[config.mk]
export PLATFORM = sky130hd
export DESIGN_NAME = ro_meas_sched
export DESIGN_NICKNAME = d
export VERILOG_FILES = /design/src/rtl/ro_sched_pkg.sv /design/src/rtl/ro_win_timer.sv /design/src/rtl/ro_meas_sched.sv
export SDC_FILE = /design/constraint.sdc
export NUM_CORES = 1
export LEC_CHECK = 0
export ABC_AREA = 1
export BUFFER_PORTS_ARGS = -buffer_cell sky130_fd_sc_hd__buf_2
export CAP_MARGIN = 20
export CORE_MARGIN = 5
export CORE_UTILIZATION = 45
export CTS_BUF_LIST = sky130_fd_sc_hd__clkbuf_8 sky130_fd_sc_hd__clkbuf_16
export DETAILED_ROUTE_END_ITERATION = 8
export PLACE_DENSITY = 0.66
export SYNTH_ARGS = -nofsm -noshare
export SYNTH_HDL_FRONTEND = slang
export SYNTH_HIERARCHICAL = 1
export SYNTH_SLANG_ARGS = --single-unit
[constraint.sdc]
create_clock -name mclk -period 4.57 [get_ports mclk]
set_input_delay 0.914 -clock mclk [delete_from_list [all_inputs] [get_ports mclk]]
set_output_delay 0.914 -clock mclk [all_outputs]
set_load 0.005 [all_outputs]
[src/rtl/ro_sched_pkg.sv]
// Shared definitions for the RO measurement scheduler: register map,
// CTRL/STAT bit positions and the sequencer state encoding.
package ro_sched_pkg;

    // Register byte offsets within the peripheral window
    localparam logic [7:0] OFS_CTRL  = 8'h00;
    localparam logic [7:0] OFS_WIN   = 8'h02;
    localparam logic [7:0] OFS_THR   = 8'h04;
    localparam logic [7:0] OFS_RES_S = 8'h06;
    localparam logic [7:0] OFS_RES_L = 8'h08;
    localparam logic [7:0] OFS_STAT  = 8'h0A;

    // CTRL bit positions
    localparam int CTRL_START = 0;
    localparam int CTRL_CONT  = 1;
    localparam int CTRL_SEL_S = 2;
    localparam int CTRL_SEL_L = 3;
    localparam int CTRL_IE    = 4;
    localparam int CTRL_ABORT = 5;

    // STAT bit positions
    localparam int STAT_BUSY    = 0;
    localparam int STAT_DONE    = 1;
    localparam int STAT_ALARM_S = 2;
    localparam int STAT_ALARM_L = 3;

    typedef enum logic [2:0] {
        IDLE   = 3'd0,
        SETTLE = 3'd1,
        SNAP0  = 3'd2,
        WINDOW = 3'd3,
        SNAP1  = 3'd4,
        DONE   = 3'd5
    } ro_state_e;

endpackage

[src/rtl/ro_win_timer.sv]
// 16-bit loadable down-counter shared by the settle and window phases.
// Load wins over enable; the count holds at zero.
module ro_win_timer (
    input  logic        clk,
    input  logic        rst_n,
    input  logic        load,
    input  logic [15:0] load_val,
    input  logic        en,
    output logic        zero
);

    logic [15:0] cnt_q, cnt_d;

    // Next count: load has priority, otherwise decrement while enabled
    always_comb begin
        cnt_d = cnt_q;
        if (load) begin
            cnt_d = load_val;
        end else if (en && (cnt_q != 16'd0)) begin
            cnt_d = cnt_q - 16'd1;
        end
    end

    // Count register with synchronous active-low reset
    always_ff @(posedge clk) begin
        if (!rst_n) begin
            cnt_q <= 16'd0;
        end else begin
            cnt_q <= cnt_d;
        end
    end

    assign zero = (cnt_q == 16'd0);

endmodule

[src/rtl/ro_meas_sched.sv]
// Ring-oscillator measurement scheduler: register block plus sequencer that
// enables one RO at a time, snapshots its counter over a window and reports
// the delta, with threshold alarms and a level interrupt.
module ro_meas_sched
    import ro_sched_pkg::*;
#(
    parameter logic [14:0] BASE_ADDR  = 15'h01C0,
    parameter int          DEC_WD     = 4,
    parameter int          SETTLE_CYC = 4
) (
    input  logic        mclk,
    input  logic        puc_rst_n,
    input  logic [13:0] per_addr,
    input  logic [15:0] per_din,
    input  logic        per_en,
    input  logic [1:0]  per_we,
    output logic [15:0] per_dout,
    input  logic [15:0] cnt_short,
    input  logic [15:0] cnt_long,
    output logic        ro_short_en,
    output logic        ro_long_en,
    output logic        irq_ro
);

    localparam logic [15:0] SETTLE_LD = (SETTLE_CYC > 0) ? 16'(SETTLE_CYC - 1) : 16'd0;

    logic       reg_sel, reg_wr, reg_rd;
    logic [7:0] reg_ofs;
    logic       wr_ctrl, wr_win, wr_thr, wr_stat;

    assign reg_sel = per_en & (per_addr[13:DEC_WD-1] == BASE_ADDR[14:DEC_WD]);
    assign reg_ofs = 8'({per_addr[DEC_WD-2:0], 1'b0});
    assign reg_wr  = reg_sel & (per_we != 2'b00);
    assign reg_rd  = reg_sel & (per_we == 2'b00);
    assign wr_ctrl = reg_wr & (reg_ofs == OFS_CTRL);
    assign wr_win  = reg_wr & (reg_ofs == OFS_WIN);
    assign wr_thr  = reg_wr & (reg_ofs == OFS_THR);
    assign wr_stat = reg_wr & (reg_ofs == OFS_STAT);

    ro_state_e   state_q, state_d;
    logic        cur_long_q, cur_long_d;
    logic        cont_q, cont_d, sel_s_q, sel_s_d, sel_l_q, sel_l_d, ie_q, ie_d;
    logic [15:0] win_q, win_d, thr_q, thr_d;
    logic [15:0] win_l_q, win_l_d, thr_l_q, thr_l_d;
    logic        sel_s_l_q, sel_s_l_d, sel_l_l_q, sel_l_l_d;
    logic [15:0] start_val_q, start_val_d, delta_q, delta_d;
    logic [15:0] res_s_q, res_s_d, res_l_q, res_l_d;
    logic        done_q, done_d, alarm_s_q, alarm_s_d, alarm_l_q, alarm_l_d;
    logic        ro_short_en_q, ro_short_en_d, ro_long_en_q, ro_long_en_d;
    logic        irq_q, irq_d;

    logic        tmr_load, tmr_en, tmr_zero;
    logic [15:0] tmr_val;
    logic        start_req, abort_req, measuring;
    logic        set_done, set_al_s, set_al_l;
    logic [15:0] cnt_cur;

    assign cnt_cur = cur_long_q ? cnt_long : cnt_short;

    ro_win_timer u_timer (
        .clk      (mclk),
        .rst_n    (puc_rst_n),
        .load     (tmr_load),
        .load_val (tmr_val),
        .en       (tmr_en),
        .zero     (tmr_zero)
    );

    // Register writes, sequencer next state, flag set/clear and output enables
    always_comb begin
        state_d     = state_q;
        cur_long_d  = cur_long_q;
        cont_d      = cont_q;
        sel_s_d     = sel_s_q;
        sel_l_d     = sel_l_q;
        ie_d        = ie_q;
        win_d       = win_q;
        thr_d       = thr_q;
        win_l_d     = win_l_q;
        thr_l_d     = thr_l_q;
        sel_s_l_d   = sel_s_l_q;
        sel_l_l_d   = sel_l_l_q;
        start_val_d = start_val_q;
        delta_d     = delta_q;
        res_s_d     = res_s_q;
        res_l_d     = res_l_q;
        tmr_load    = 1'b0;
        tmr_val     = 16'd0;
        tmr_en      = 1'b0;
        set_done    = 1'b0;
        set_al_s    = 1'b0;
        set_al_l    = 1'b0;

        start_req = wr_ctrl & per_din[CTRL_START] & (per_din[CTRL_SEL_S] | per_din[CTRL_SEL_L]);
        abort_req = wr_ctrl & per_din[CTRL_ABORT];

        if (wr_ctrl) begin
            cont_d  = per_din[CTRL_CONT];
            sel_s_d = per_din[CTRL_SEL_S];
            sel_l_d = per_din[CTRL_SEL_L];
            ie_d    = per_din[CTRL_IE];
        end
        if (wr_win) win_d = per_din;
        if (wr_thr) thr_d = per_din;

        case (state_q)
            IDLE: begin
                if (start_req) begin
                    state_d    = SETTLE;
                    win_l_d    = win_q;
                    thr_l_d    = thr_q;
                    sel_s_l_d  = per_din[CTRL_SEL_S];
                    sel_l_l_d  = per_din[CTRL_SEL_L];
                    cur_long_d = ~per_din[CTRL_SEL_S];
                    tmr_load   = 1'b1;
                    tmr_val    = SETTLE_LD;
                end
            end
            SETTLE: begin
                if (tmr_zero) state_d = SNAP0;
                else          tmr_en  = 1'b1;
            end
            SNAP0: begin
                start_val_d = cnt_cur;
                tmr_load    = 1'b1;
                tmr_val     = (win_l_q == 16'd0) ? 16'd0 : win_l_q - 16'd1;
                state_d     = WINDOW;
            end
            WINDOW: begin
                // The last window cycle supplies the end sample
                if (tmr_zero) begin
                    delta_d = cnt_cur - start_val_q;
                    state_d = SNAP1;
                end else begin
                    tmr_en = 1'b1;
                end
            end
            SNAP1: begin
                if (cur_long_q) begin
                    res_l_d  = delta_q;
                    set_al_l = (thr_l_q != 16'd0) && (delta_q < thr_l_q);
                end else begin
                    res_s_d  = delta_q;
                    set_al_s = (thr_l_q != 16'd0) && (delta_q < thr_l_q);
                end
                if (!cur_long_q && sel_l_l_q) begin
                    state_d    = SETTLE;
                    cur_long_d = 1'b1;
                    tmr_load   = 1'b1;
                    tmr_val    = SETTLE_LD;
                end else begin
                    state_d = DONE;
                end
            end
            DONE: begin
                set_done = 1'b1;
                if (cont_q && (sel_s_q || sel_l_q)) begin
                    state_d    = SETTLE;
                    win_l_d    = win_q;
                    thr_l_d    = thr_q;
                    sel_s_l_d  = sel_s_q;
                    sel_l_l_d  = sel_l_q;
                    cur_long_d = ~sel_s_q;
                    tmr_load   = 1'b1;
                    tmr_val    = SETTLE_LD;
                end else begin
                    state_d = IDLE;
                end
            end
            default: state_d = IDLE;
        endcase

        // Abort drops the sequence without touching results or flags
        if (abort_req) begin
            state_d  = IDLE;
            res_s_d  = res_s_q;
            res_l_d  = res_l_q;
            set_done = 1'b0;
            set_al_s = 1'b0;
            set_al_l = 1'b0;
            tmr_load = 1'b0;
            tmr_en   = 1'b0;
        end

        // Hardware set beats a same-cycle write-one-to-clear
        done_d    = (done_q    & ~(wr_stat & per_din[STAT_DONE]))    | set_done;
        alarm_s_d = (alarm_s_q & ~(wr_stat & per_din[STAT_ALARM_S])) | set_al_s;
        alarm_l_d = (alarm_l_q & ~(wr_stat & per_din[STAT_ALARM_L])) | set_al_l;

        measuring     = (state_d == SETTLE) || (state_d == SNAP0) ||
                        (state_d == WINDOW) || (state_d == SNAP1);
        ro_short_en_d = measuring & ~cur_long_d;
        ro_long_en_d  = measuring &  cur_long_d;
        irq_d         = ie_d & (done_d | alarm_s_d | alarm_l_d);
    end

    // State and register update with synchronous active-low reset
    always_ff @(posedge mclk) begin
        if (!puc_rst_n) begin
            state_q       <= IDLE;
            cur_long_q    <= 1'b0;
            cont_q        <= 1'b0;
            sel_s_q       <= 1'b0;
            sel_l_q       <= 1'b0;
            ie_q          <= 1'b0;
            win_q         <= 16'd0;
            thr_q         <= 16'd0;
            win_l_q       <= 16'd0;
            thr_l_q       <= 16'd0;
            sel_s_l_q     <= 1'b0;
            sel_l_l_q     <= 1'b0;
            start_val_q   <= 16'd0;
            delta_q       <= 16'd0;
            res_s_q       <= 16'd0;
            res_l_q       <= 16'd0;
            done_q        <= 1'b0;
            alarm_s_q     <= 1'b0;
            alarm_l_q     <= 1'b0;
            ro_short_en_q <= 1'b0;
            ro_long_en_q  <= 1'b0;
            irq_q         <= 1'b0;
        end else begin
            state_q       <= state_d;
            cur_long_q    <= cur_long_d;
            cont_q        <= cont_d;
            sel_s_q       <= sel_s_d;
            sel_l_q       <= sel_l_d;
            ie_q          <= ie_d;
            win_q         <= win_d;
            thr_q         <= thr_d;
            win_l_q       <= win_l_d;
            thr_l_q       <= thr_l_d;
            sel_s_l_q     <= sel_s_l_d;
            sel_l_l_q     <= sel_l_l_d;
            start_val_q   <= start_val_d;
            delta_q       <= delta_d;
            res_s_q       <= res_s_d;
            res_l_q       <= res_l_d;
            done_q        <= done_d;
            alarm_s_q     <= alarm_s_d;
            alarm_l_q     <= alarm_l_d;
            ro_short_en_q <= ro_short_en_d;
            ro_long_en_q  <= ro_long_en_d;
            irq_q         <= irq_d;
        end
    end

    // Combinational read mux; zero when not selected
    always_comb begin
        per_dout = 16'd0;
        if (reg_rd) begin
            case (reg_ofs)
                OFS_CTRL:  per_dout = {11'd0, ie_q, sel_l_q, sel_s_q, cont_q, 1'b0};
                OFS_WIN:   per_dout = win_q;
                OFS_THR:   per_dout = thr_q;
                OFS_RES_S: per_dout = res_s_q;
                OFS_RES_L: per_dout = res_l_q;
                OFS_STAT:  per_dout = {12'd0, alarm_l_q, alarm_s_q, done_q, (state_q != IDLE)};
                default:   per_dout = 16'd0;
            endcase
        end
    end

    assign ro_short_en = ro_short_en_q;
    assign ro_long_en  = ro_long_en_q;
    assign irq_ro      = irq_q;

endmodule

==> results of run 1 <==
-- power groups by stage --
stage / combinational [mW] / sequential [mW] / clock (mW)
2_1_floorplan: 0.0970 / 1.42 / 0
3_3_place_gp: 0.162 / 1.42 / 0
3_5_place_dp: 0.162 / 1.42 / 0
4_1_cts: 0.163 / 1.38 / 1.62
5_1_grt: 0.183 / 1.38 / 1.68
6_report: 0.164 / 1.39 / 1.60
-- cell families (layout without fill, tap and decap cells) --
group           after synthesis  count (layout)
buf+inv                     216             292
mux                           1               1
simple gates                521             521
flops                       159             159
xor+xnor                     18              18
fa+ha+maj                    34              34
compound gates              343             343
-- worst paths after layout --
kind	from	endpoint	slack [ns]
max	per_addr[0]	per_dout[2]	1.05
min	start_val_q[3]	start_val_q[3]	0.46
max reg2reg	state_q[2]	u_timer/cnt_q[1]	1.21
min reg2reg	start_val_q[3]	start_val_q[3]	0.46
-- metal layers --
| metal | GRT usage | wire (um) |
|---|---|---|
| met5 | 0 | 0 |
| met1 | 0.3065 | 11680 |
| met4 | 0.06087 | 433 |
| met3 | 0.03160 | 1276 |
| met2 | 0.3732 | 11760 |
-- registers in the layout, summed over array words and instances, names as in the netlist, 3 cells and up --
register,count
thr_q,16
delta_q,16
win_q,16
res_s_q,16
win_l_q,16
res_l_q,16
start_val_q,16
state_q,3
thr_l_q,16
u_timer/cnt_q,16
-- placed cells by master (no fill, tap or decap), types with 5 or more instances in the layout --
master	Yosys	routed
nor3_1	14	13
a21oi_1	154	154
ha_1	33	33
inv_2	7	7
buf_2	20	85
bufinv_16	0	5
clkbuf_16	0	17
o22ai_1	11	11
dfxtp_1	159	159
nor3_2	4	5
o21a_1	5	5
nor2_1	176	176
a31oi_1	7	7
nand3_1	57	57
xor2_1	14	14
nand4_1	9	9
nand2_1	235	235
inv_1	155	155
o21ai_0	128	128
buf_4	4	11
o21ai_1	12	12
-- worst max-delay path: stages --
cell and delay, ns:
buf_2 0.12, nor2_1 0.07, nand2_1 0.40, inv_1 0.18, a221oi_1 0.49, a31oi_1 0.23
buf_2 0.19
-- cell usage after synthesis (2+ instances only) --
| cell | number | area [um2] |
|---|---|---|
| a211oi_1 | 2 | 15.01 |
| a21boi_0 | 2 | 15.01 |
| a21oi_1 | 154 | 770.7 |
| a221oi_1 | 3 | 26.28 |
| a22oi_1 | 4 | 30.03 |
| a31o_2 | 2 | 17.52 |
| a31oi_1 | 7 | 43.79 |
| buf_2 | 20 | 100.1 |
| buf_4 | 4 | 30.03 |
| buf_6 | 2 | 22.52 |
| clkbuf_1 | 25 | 93.84 |
| clkinv_1 | 2 | 7.510 |
| dfxtp_1 | 159 | 3183 |
| ha_1 | 33 | 412.9 |
| inv_1 | 155 | 581.8 |
| inv_2 | 7 | 26.28 |
| nand2_1 | 235 | 882.1 |
| nand2_2 | 4 | 25.02 |
| nand2_4 | 3 | 33.78 |
| nand3_1 | 57 | 285.3 |
| nand3_2 | 2 | 20.02 |
| nand3b_1 | 2 | 15.01 |
| nand4_1 | 9 | 56.30 |
| nor2_1 | 176 | 660.6 |
| nor2_2 | 3 | 18.77 |
| nor2_4 | 2 | 22.52 |
| nor3_1 | 14 | 70.07 |
| nor3_2 | 4 | 40.04 |
| nor3_4 | 2 | 32.53 |
| nor4_1 | 3 | 18.77 |
| o211ai_1 | 4 | 30.03 |
| o21a_1 | 5 | 37.54 |
| o21ai_0 | 128 | 640.6 |
| o21ai_1 | 12 | 60.06 |
| o21bai_1 | 2 | 15.01 |
| o22ai_1 | 11 | 68.82 |
| o2bb2ai_1 | 2 | 17.52 |
| o31ai_1 | 2 | 15.01 |
| or2_2 | 4 | 25.02 |
| xnor2_1 | 4 | 35.03 |
| xor2_1 | 14 | 122.6 |
-- metrics by stage --
stage               instance area, um2  cells    util  power (mW)
floorplan                         8711   1292       -       1.514
global placement                  9295   1596  0.4920       1.579
detailed placement                9303   1597  0.4924       1.579
CTS                               9957   1628  0.5270       3.166
global route                      9957   1628  0.5270       3.246
finish                            9957   1628  0.5270       3.151
-- cell type report --
type	instances	area [um2]
multi-input cells	917	4664
inverters	165	621.8
clock inverters	14	229.0
repair buffers	96	508.0
fillers	1938	8936
clock buffers	17	425.4
flip-flops and latches	159	3183
well taps	260	325.3
==> results.json, run 1 <==
{
  "ys_ff_latch": 159,
  "ios": 86,
  "hold_buffers": 0,
  "drv_cap": 0,
  "yosys_most_used_dff": "dfxtp_1",
  "muxShareOfSynthArea": 0.001149,
  "cts_resized": 0,
  "start_kind": "primary input",
  "die_y_um": 149.1,
  "leakagePower_nw": 4.633,
  "crit_path_end_kind": "output pin",
  "netSwitchingFraction": 0.2306,
  "criticalPathCategory": "in2out",
  "avgSynthCellArea_um2": 6.742,
  "fin_hold_ws_ns": 0.4588,
  "grt_pass1_wl_um": 40190,
  "hold_violations": 0,
  "syn_area_mm2": 0.008711,
  "seq_power_share": 0.440,
  "status": "complete, no violations",
  "p_switching_mw": 0.7265,
  "setup_violations": 0,
  "root_buffer": "clkbuf_16",
  "dp_hpwl_um": 18730,
  "port_buffers": 85,
  "tightest_slew_ns": 0.8052,
  "synthCells": 1292,
  "worst_slack_ns": 1.048,
  "synthSimpleGateAreaFrac": 0.2547,
  "rsz0062_at_grt": "false",
  "n_antenna_cell": 0,
  "start_util": 0.4611,
  "ctsHtreeMaxLevel": 4,
  "clkTransAtPathRegs_ns": 0.06,
  "num_rows": 50,
  "synth_fp_nets": 1393,
  "clkPwrFrac": 0.508,
  "worstRegToRegCells": 12,
  "grt_start_max_net_pins": 84,
  "p_comb_frac": 0.052,
  "fmax_mhz": 283.9,
  "vias": 8551,
  "ys_warn_count": 6,
  "irDropWorstVdd_mv": 0.2402,
  "cts_sinks": 159,
  "layout-area-overhead-vs-synth_pct": 14.31,
  "period_minus_slack_ns": 3.522,
  "cellPowerDensity_mw_per_mm2": 316.4,
  "routedWlPerCell_um": 15.45,
  "post_cts_buffers": 0,
  "synth_top_family_by_area": "simple AND/OR/NAND/NOR gates",
  "cp_max_fo": 12,
  "relSlewSlack": 0.4615,
  "finalCritPeriodShare": 0.7707,
  "gp_congestion": 0.9187,
  "intPower_mw": 2.424,
  "synth_xor_area_frac": 0.01810,
  "viasPerCell": 5.252,
  "pre_cts_ws_ns": 1.107,
  "drc": 0,
  "worstPathRequired_ns": 3.66,
  "antenna_left": 0,
  "numCtsBuffers": 17,
  "grt_overflow": 0,
  "grt_pass1_vias": 7923,
  "core_mm2": 0.01889,
  "arrival_ns": 2.61,
  "synth_fa_ha_area_frac": 0.04970,
  "synth-edff-count": 0,
  "hp-class": "reg2reg",
  "grt.total_usage": 0.2246,
  "cts_max_path_buffers": 2,
  "ys_seq_area_frac": 0.3654,
  "drive_gt1_frac": 0.1199,
  "fin_setup_tns_ns": 0,
  "slew_violations": 0,
  "die_w_um": 149.1,
  "yosysUniqueCellTypes": 48,
  "clk_latency_ns": 0.43,
  "routed_wl_um": 25150,
  "die-area_mm2": 0.02224,
  "fin_skew_ns": 0.01088,
  "hold_depth": 2,
  "grt_antenna_before_repair": 0,
  "async_flop_share": 0,
  "nets": 1457,
  "synth_compound_area_frac": 0.2113,
  "drt-pass1-iter-count": 5,
  "drt_iter0_drc": 686,
  "cts_tree": "built"
}
(Power assumes the default switching activity.)
==> inputs of run 2 (changes only) <==
clock period = 3.65 ns   (was 4.57 ns; I/O delays follow)
==> run 2 against run 1 <==
Die area unchanged. Design area shrank 0.21%. Total power rose by 18%. Flip-flop and latch count unchanged. Clock power up 10%. Critical path depth unchanged. Largest power group unchanged. Largest cell class unchanged. Sequential power rose by 24%. Cell count is 0.37% higher.
==> results.json, run 2 (synthesis results as in run 1) <==
{
  "seq_power_share": 0.468,
  "antenna_left": 0,
  "fmax_mhz": 322.2,
  "dp.cells": 1603,
  "numCtsBuffers": 17,
  "min_from": "start_val_q[11]",
  "leakagePower_nw": 4.637,
  "grt_overflow": 0,
  "hold_violations": 0,
  "rsz0062_at_grt": "false",
  "status": "complete, no violations",
  "crit_path_end_kind": "output pin",
  "irDropWorstVdd_mv": 0.2967,
  "vias": 8561,
  "reg2reg_to": "u_timer/cnt_q[0]",
  "cts_max_path_buffers": 2,
  "viasPerCell": 5.239,
  "finalCritPeriodShare": 0.8504,
  "hold_depth": 2,
  "gp_congestion": 0.9131,
  "die_w_um": 149.1,
  "core_mm2": 0.01889,
  "n_antenna_cell": 0,
  "routed_wl_um": 25130,
  "p_comb_frac": 0.056,
  "final_cell_mix": "235 x nand2_1, 176 x nor2_1, 159 x dfxtp_1",
  "final_util": 0.5259,
  "drc": 0,
  "grt.total_usage": 0.2267,
  "hp-class": "reg2reg",
  "p_switching_mw": 0.9287,
  "netSwitchingFraction": 0.2507,
  "final_common_cell": "nand2_1",
  "criticalPathCategory": "in2out",
  "drt_iter0_drc": 667,
  "start_util": 0.4611,
  "cellPowerDensity_mw_per_mm2": 372.8,
  "layout-area-overhead-vs-synth_pct": 14.06,
  "period_minus_slack_ns": 3.104,
  "clkTransAtPathRegs_ns": 0.07,
  "fin_skew_ns": 0.008624,
  "num_rows": 50,
  "die_y_um": 149.1,
  "arrival_ns": 2.37,
  "die-area_mm2": 0.02224,
  "n_fill_cell": 1879,
  "worstRegToRegCells": 14,
  "cts_resized": 0,
  "ctsHtreeMaxLevel": 4,
  "grt_antenna_before_repair": 0,
  "placed_cell_area_mm2": 0.009360,
  "port_buffers": 85,
  "root_buffer": "clkbuf_16",
  "dp_hpwl_um": 18790,
  "nets": 1463,
  "grt_pass1_vias": 7787,
  "drive_gt1_frac": 0.1237,
  "post_cts_buffers": 0,
  "design_area_mm2": 0.009936,
  "worstPathRequired_ns": 2.92,
  "fin_hold_ws_ns": 0.4579,
  "r2r-start": "state_q[2]",
  "cts_tree": "built",
  "r2r_setup_slack_ns": 0.90,
  "tightest_slew_ns": 0.8013,
  "whs_endpoint": "start_val_q[11]",
  "clk_latency_ns": 0.43,
  "grt_pass1_wl_um": 40650,
  "intPower_mw": 2.776,
  "relSlewSlack": 0.4652,
  "drv_cap": 0,
  "cp_max_fo": 12,
  "ios": 86,
  "setup_violations": 0,
  "hold_buffers": 0,
  "start_kind": "primary input",
  "drt-pass1-iter-count": 5,
  "cts_sinks": 159,
  "grt_start_max_net_pins": 119,
  "routedWlPerCell_um": 15.38,
  "slew_violations": 0,
  "fin_setup_tns_ns": 0,
  "clkPwrFrac": 0.476,
  "stdcell_count": 1634
}
==> run 2: cell count changes in the layout (fill, tap and decap cells not counted), sizes merged <==
cell / previous run / this run
buf: 96 / 102
bufinv: 5 / 1
inv: 168 / 172
clkinv: 4 / 5
clkinvlp: 2 / 1
==> run 2: worst max-delay path, stage by stage <==
cell and delay [ns]:
buf_2 0.12, nor2_1 0.06, nand2_1 0.42, inv_1 0.21, a221oi_1 0.43, a31oi_1 0.21, buf_2 0.18
==> run 2: how the worst max path moves through the flow <==
stage	depth (start not counted)	slack [ns]	end	startpoint
global route	7	0.36	per_dout[2]	per_addr[0]
detailed placement	17	0.30	u_timer/cnt_q[6]	per_addr[8]
finish	7	0.55	per_dout[2]	per_addr[0]
floorplan	11	1.11	delta_q[7]	cnt_long[1]
global placement	17	0.37	u_timer/cnt_q[6]	per_addr[13]
CTS	7	0.58	per_dout[2]	per_addr[0]
==> run 2: stage by stage <==
stage / total power, mW / setup WS (ns)
CTS: 3.741 / 0.5814
finish: 3.704 / 0.5459
global route: 3.851 / 0.3605
global placement: 1.980 / 0.3697
floorplan: 1.895 / 1.106
detailed placement: 1.980 / 0.3029
==> run 2: cell type report <==
class                   count  area [um2]  area share
flip-flops and latches    159        3183      0.3204
clock inverters            14       150.1     0.01511
inverters                 165       621.8     0.06259
multi-input cells         917        4664      0.4695
clock buffers              17       425.4     0.04282
repair buffers            102       565.5     0.05692
well taps                 260       325.3     0.03274
==> run 2: metal layers <==
| layer | part of all wire | global-route usage | up-vias |
|---|---|---|---|
| met5 | 0 | 0 | - |
| met3 | 0.058 | 0.04315 | 27 |
| li1 | - | - | 4373 |
| met4 | 0.018 | 0.05904 | 0 |
| met2 | 0.46 | 0.3659 | 238 |
| met1 | 0.47 | 0.3122 | 3923 |
==> run 2: power by group through the flow <==
stage,logic (mW),clock network (mW),registers [mW]
6_report,0.208,1.76,1.73
3_3_place_gp,0.206,0,1.77
2_1_floorplan,0.121,0,1.77
4_1_cts,0.207,1.80,1.73
3_5_place_dp,0.206,0,1.77
5_1_grt,0.232,1.89,1.73
